`src/rtl/led_word_scroller_if.sv`:
```
// Word handshake between the ROM reader (master) and the LED scroller (slave).
// word_in is only meaningful while word_valid is high; a word is accepted at a
// rising clock edge where word_valid and word_ready are both high.
interface led_word_scroller_if;
  logic [31:0] word_in;
  logic        word_valid;
  logic        word_ready;

  modport master (
    output word_in,
    output word_valid,
    input  word_ready
  );

  modport slave (
    input  word_in,
    input  word_valid,
    output word_ready
  );
endinterface

```
`src/rtl/led_word_scroller.sv`:
```
// Shows 32-bit words on the 8 green LEDs one byte at a time, holding each byte
// for DWELL_CYCLES clocks. The accepting edge loads the first byte, so a word
// takes 4*DWELL_CYCLES cycles to show, followed by one IDLE (accept) cycle.
// Optional build macro LED_SCROLL_BLANK_EN: after the last byte, the LEDs are
// blanked for DWELL_CYCLES more cycles before word_done, and stay dark in IDLE.
module led_word_scroller #(
  parameter int unsigned DWELL_CYCLES = 25000000,
  parameter int unsigned CNT_W        = 25,
  parameter int unsigned LSB_FIRST    = 1
) (
  input  logic                clk_in,
  input  logic                reset_n,
  led_word_scroller_if.slave  word_if,
  output logic [7:0]          leds,
  output logic [1:0]          byte_idx,
  output logic                busy,
  output logic                word_done
);

  localparam logic [CNT_W-1:0] CntLast  = CNT_W'(DWELL_CYCLES - 1);
  localparam logic [1:0]       FirstIdx = (LSB_FIRST != 0) ? 2'd0 : 2'd3;
  localparam logic [1:0]       LastIdx  = (LSB_FIRST != 0) ? 2'd3 : 2'd0;

`ifdef LED_SCROLL_BLANK_EN
  typedef enum logic [1:0] {StIdle = 2'd0, StShow = 2'd1, StBlank = 2'd2} state_e;
`else
  typedef enum logic [1:0] {StIdle = 2'd0, StShow = 2'd1} state_e;
`endif

  state_e           state_q, state_d;
  logic [CNT_W-1:0] cnt_q, cnt_d;
  logic [31:0]      word_q, word_d;
  logic [7:0]       leds_q, leds_d;
  logic [1:0]       idx_q, idx_d;
  logic             done_q, done_d;
  logic             cnt_last;

  function automatic logic [7:0] pick_byte(logic [31:0] w, logic [1:0] i);
    return w[{i, 3'b000} +: 8];
  endfunction

  assign cnt_last           = (cnt_q == CntLast);
  assign word_if.word_ready = (state_q == StIdle);
  assign busy               = (state_q != StIdle);
  assign leds               = leds_q;
  assign byte_idx           = idx_q;
  assign word_done          = done_q;

  // Next-state: accept in IDLE, step bytes on each dwell terminal count.
  always_comb begin
    state_d = state_q;
    cnt_d   = cnt_q;
    word_d  = word_q;
    leds_d  = leds_q;
    idx_d   = idx_q;
    done_d  = 1'b0;
    case (state_q)
      StIdle: begin
        if (word_if.word_valid) begin
          state_d = StShow;
          cnt_d   = '0;
          word_d  = word_if.word_in;
          idx_d   = FirstIdx;
          leds_d  = pick_byte(word_if.word_in, FirstIdx);
        end
      end
      StShow: begin
        if (cnt_last) begin
          cnt_d = '0;
          if (idx_q != LastIdx) begin
            idx_d  = (LSB_FIRST != 0) ? idx_q + 2'd1 : idx_q - 2'd1;
            leds_d = pick_byte(word_q, idx_d);
          end else begin
`ifdef LED_SCROLL_BLANK_EN
            state_d = StBlank;
            leds_d  = 8'h00;
            idx_d   = 2'd0;
`else
            state_d = StIdle;
            done_d  = 1'b1;
`endif
          end
        end else begin
          cnt_d = cnt_q + 1'b1;
        end
      end
`ifdef LED_SCROLL_BLANK_EN
      StBlank: begin
        if (cnt_last) begin
          cnt_d   = '0;
          state_d = StIdle;
          done_d  = 1'b1;
        end else begin
          cnt_d = cnt_q + 1'b1;
        end
      end
`endif
      default: begin
        // Unused encoding: fall back to IDLE without a word_done.
        state_d = StIdle;
        cnt_d   = '0;
      end
    endcase
  end

  // State and registered outputs; reset drops any word in flight.
  always_ff @(posedge clk_in or negedge reset_n) begin
    if (!reset_n) begin
      state_q <= StIdle;
      cnt_q   <= '0;
      word_q  <= '0;
      leds_q  <= '0;
      idx_q   <= '0;
      done_q  <= 1'b0;
    end else begin
      state_q <= state_d;
      cnt_q   <= cnt_d;
      word_q  <= word_d;
      leds_q  <= leds_d;
      idx_q   <= idx_d;
      done_q  <= done_d;
    end
  end

endmodule

```
`src/flat_wrapper.sv`:
```
// flat-port wrapper written by rule: the top's interface ports become plain ports
module led_word_scroller_flat 
#(
  parameter int unsigned DWELL_CYCLES = 25000000,
  parameter int unsigned CNT_W        = 25,
  parameter int unsigned LSB_FIRST    = 1
)
  (clk_in, reset_n, leds, byte_idx, busy, word_done, word_if_word_in, word_if_word_valid, word_if_word_ready);
  led_word_scroller_if word_if_i ();
  input  logic clk_in;
  input  logic reset_n;
  output logic [7:0] leds;
  output logic [1:0] byte_idx;
  output logic busy;
  output logic word_done;
  input wire logic [$bits(word_if_i.word_in)-1:0] word_if_word_in;
  input wire logic [$bits(word_if_i.word_valid)-1:0] word_if_word_valid;
  output wire logic [$bits(word_if_i.word_ready)-1:0] word_if_word_ready;
  assign word_if_i.word_in = word_if_word_in;
  assign word_if_i.word_valid = word_if_word_valid;
  assign word_if_word_ready = word_if_i.word_ready;
  led_word_scroller #(.DWELL_CYCLES(DWELL_CYCLES), .CNT_W(CNT_W), .LSB_FIRST(LSB_FIRST)) u_core (.clk_in(clk_in), .reset_n(reset_n), .word_if(word_if_i), .leds(leds), .byte_idx(byte_idx), .busy(busy), .word_done(word_done));
endmodule
```
`config.mk`:
```
export PLATFORM = sky130hd
export DESIGN_NAME = led_word_scroller_flat
export DESIGN_NICKNAME = d
export VERILOG_FILES = /design/src/rtl/led_word_scroller_if.sv /design/src/rtl/led_word_scroller.sv /design/src/flat_wrapper.sv
export SDC_FILE = /design/constraint.sdc
export NUM_CORES = 1
export LEC_CHECK = 0
export BUFFER_PORTS_ARGS = -buffer_cell sky130_fd_sc_hd__buf_2
export CAP_MARGIN = 20
export CORE_AREA = 4 4 89 91
export DETAILED_ROUTE_END_ITERATION = 12
export DIE_AREA = 0 0 93 95
export GPL_ROUTABILITY_DRIVEN = 0
export HOLD_SLACK_MARGIN = 0.03
export MAX_ROUTING_LAYER = met4
export PLACE_DENSITY_LB_ADDON = 0.08
export SLEW_MARGIN = 20
export SYNTH_ARGS = -nofsm -noshare
export SYNTH_HDL_FRONTEND = slang
export SYNTH_SLANG_ARGS = --single-unit
```
`constraint.sdc`:
```
create_clock -name clk_in -period 2 [get_ports clk_in]
set_clock_uncertainty 0.05 [all_clocks]
set_input_delay 0.3 -clock clk_in [delete_from_list [all_inputs] [get_ports clk_in]]
set_output_delay 0.3 -clock clk_in [all_outputs]
set_load 0.02 [all_outputs]
```
==> impl_metrics.py <==
metrics = {
    "floorplan": {
        "initial_core_util_pct": 48.4,
        "core_area_um2": 7140,
        "die_area_um2": 8840,
        "rows": 31,
        "die-height_um": 95,
        "die_x_um": 93,
        "ios": 48,
    },
    "timing": {
        "maxSlewViolCount": 0,
        "timing.fmax_mhz": 479,
        "post-route-min-period_ns": 2.09,
        "setup-tns-final_ns": -1.20,
        "worstMarginPinSlew_ns": 0.557,
        "slew_headroom_pct": 62.6,
        "finalHoldViolCount": 0,
        "setup_viol_count_final": 28,
        "setup_slack_ns": -0.0886,
        "rsz0062_at_grt": "yes",
        "min_period_over_period_pct": 104,
        "holdWs_ns": 0.108,
    },
    "detailed_routing": {
        "wirelength_um": 7570,
        "drt_first_pass_iters": 4,
        "via_count": 2671,
        "antenna_left": 0,
        "routedWlPerCell_um": 15.7,
        "drtIter0Drc": 82,
        "drt_drc_violations_left": 0,
        "viasPerCell": 5.53,
    },
    "setup_path": {
        "cp_data_required_time_ns": 2.18,
        "path_cells": "or4b_1 -> or3_4 -> nor3_4 -> buf_12 -> mux2i_1 -> a21oi_1",
        "crit_path_end_kind": "flip-flop",
        "crit_type": "reg2reg",
        "start_kind": "flip-flop",
        "crit_fanout": 10,
        "cp_slowest_stage_delay_ns": 0.51,
        "cp_slowest_cell": "or4b_1",
        "critical_path_arrival_ns": 2.27,
    },
    "yosys": {
        "synth_top_cells_by_count": "69 x dfrtp_1, 31 x mux2_2, 23 x a21oi_1, 16 x a31oi_1, 16 x nand2_1",
        "synth_compound_area_share_pct": 14.1,
        "synth_ff_type": "dfrtp_1",
        "synthTopCellsByArea": "dfrtp_1 50%, mux2_2 10%, mux4_2 5.2%",
        "synth-edff-count": 0,
        "syn_nets": 342,
        "yosys.area_share.simple_pct": 12.7,
        "synth_cell_types": 46,
        "synth.most_common_cell": "dfrtp_1",
        "synth_seq_cells": 69,
        "synth_top_family_by_area": "multiplexers",
        "synth_area_um2": 3460,
        "yosys_warnings": 0,
        "avgSynthCellArea_um2": 11.3,
        "synthAdderAreaFrac_pct": 0.724,
        "seq_area_frac_synth_pct": 49.9,
        "synthCells": 305,
        "postSynth.asyncResetShare_pct": 100,
        "yosysTopAreaCell": "dfrtp_1",
        "synth_top_area_share_pct": 49.9,
        "yosys-mux-area-fraction_pct": 18.2,
        "synth_xor_area_share_pct": 0.253,
    },
    "clock_network": {
        "clk_latency_ns": 0.35,
        "root_buffer": "clkbuf_8",
        "post-cts-setup-buffers": 0,
        "cts_tree": "done",
        "cts_made_buffers": 9,
        "clkSinkCount": 69,
        "cts_max_level": 3,
        "cts.path.max_buffers": 2,
        "clk_pin_slew_worst_paths_ns": 0.08,
    },
    "power": {
        "cell_internal_pwr_w": 0.00263,
        "ir_drop_uv": 436,
        "power_switching_w": 0.00117,
        "clkPwrFrac_pct": 31.2,
        "power_w": 0.00379,
        "comb_power_share_pct": 21.0,
        "power_density_nw_per_um2": 886,
        "p_sw_share_pct": 30.7,
        "seq_power_share_pct": 47.8,
        "leakage_nw": 1.84,
    },
    "placement": {
        "place_area_um2": 4040,
        "hpwl_um": 5200,
        "io_buffers": 47,
    },
    "grt": {
        "grt_pass1_wl_um": 13300,
        "grt-ovfl-total": 0,
        "antenna_found_initial": 0,
        "grt_pass1_vias": 2819,
        "grt_max_degree": 70,
        "grt.total_usage_pct": 19.7,
    },
    "final_layout": {
        "diodes": 0,
        "drive_gt1_share_pct": 40.4,
        "fin_nets": 416,
        "final_area_um2": 4280,
        "area_growth_syn_to_layout_pct": 23.9,
    },
    "min_path": {
        "min_path_type": "in2reg",
    },
    "outcome": {
        "outcome": "finished with violations",
        "violations": "setup timing",
    },
    "job": {
        "timing.max_cap.violations": 0,
    },
}
## routing by layer
layer	vias to the layer above	GRT usage (%)	wire length, um
li1	1290	-	-
met1	1325	25.0	3510
met2	45	31.4	3680
met3	11	3.51	248
met4	0	8.30	133
met5	-	-	0
## state kept, by name, indices dropped and copies added, names as in the netlist
signal            count
u_core.byte_idx       2
u_core.cnt_q         25
u_core.leds           8
u_core.state_q        1
u_core.word_done      1
u_core.word_q        32
## kinds of logic after synthesis
family | count (synthesis)
multiplexers | 49
adder cells (fa/ha/maj) | 2
AO/OA/AOI/OAI | 79
AND/OR/NAND/NOR | 79
buffers and inverters | 26
flip-flops | 69
XOR/XNOR | 1
## power groups by stage
stage	clock network [W]	registers (W)	logic, W
2_1_floorplan	0	0.00184	0.000448
3_3_place_gp	0	0.00183	0.000785
3_5_place_dp	0	0.00183	0.000801
4_1_cts	0.00121	0.00181	0.000806
5_1_grt	0.00127	0.00185	0.000892
6_report	0.00118	0.00181	0.000798
## cell type report
| class | instances | area [um2] |
|---|---|---|
| sequential | 69 | 1730 |
| inverter | 7 | 26.3 |
| tap | 99 | 124 |
| multi-input combinational | 210 | 1640 |
| timing repair buffer | 82 | 571 |
| fill | 621 | 2850 |
| clock inverter | 6 | 71.3 |
| clock buffer | 10 | 128 |
## per-stage QoR
step | utilization, % | instances | setup WS [ns]
floorplan | - | 305 | -0.0915
global route | 60.0 | 483 | -0.208
finish | 60.0 | 483 | -0.0886
global placement | 56.7 | 466 | -0.0704
CTS | 59.9 | 483 | -0.107
detailed placement | 56.7 | 466 | -0.114
## path summary, 6_finish.rpt
path / start / endpoint / slack [ns] / cells past startpoint
max: u_core.cnt_q[17]$_DFFE_PN0P_ / u_core.leds[2]$_DFFE_PN0P_ / -0.09 / 6
min: word_if_word_in[9] / u_core.word_q[9]$_DFFE_PN0P_ / 0.11 / 2
max reg2reg: u_core.cnt_q[17]$_DFFE_PN0P_ / u_core.leds[2]$_DFFE_PN0P_ / -0.09 / 6
min reg2reg: u_core.cnt_q[22]$_DFFE_PN0P_ / u_core.cnt_q[22]$_DFFE_PN0P_ / 0.44 / 1
max in group asynchronous: reset_n / u_core.cnt_q[20]$_DFFE_PN0P_ / 1.14 / 3
min in group asynchronous: reset_n / u_core.cnt_q[3]$_DFFE_PN0P_ / 0.43 / 3
## repair_timing
action | CTS | global route
setup endpoints to repair | 31 | 34
hold buffers | 1 | 0
pin swaps | 2 | 0
hold endpoints to repair | 69 | 0
resized for setup | 4 | 2
## layout by cell type (no fill, tap or decap), drive strengths merged, types with 2 or more instances in the layout
master,instances
a31oi,16
dfrtp,69
nor2,9
nor4,4
clkbuf,10
inv,9
nand3,11
o21ai,17
buf,81
a31o,3
a211oi,8
mux2i,9
a21o,2
o21a,2
nor3,5
or3,6
mux4,8
nand2b,4
nand2,16
a41oi,3
nand4,4
nor2b,9
a21oi,23
clkinvlp,2
mux2,32
ha,2
and3,3
or2,3
## critical path: cells and delay by family (launching register included)
kind | cells | cell delay, ns
and+or+nand+nor | 3 | 1.11
AOI/OAI and AO/OA | 1 | 0.08
buffers and inverters | 1 | 0.17
muxes | 1 | 0.19
DFF | 1 | 0.38
No activity file was read; power rests on OpenSTA's default activity.
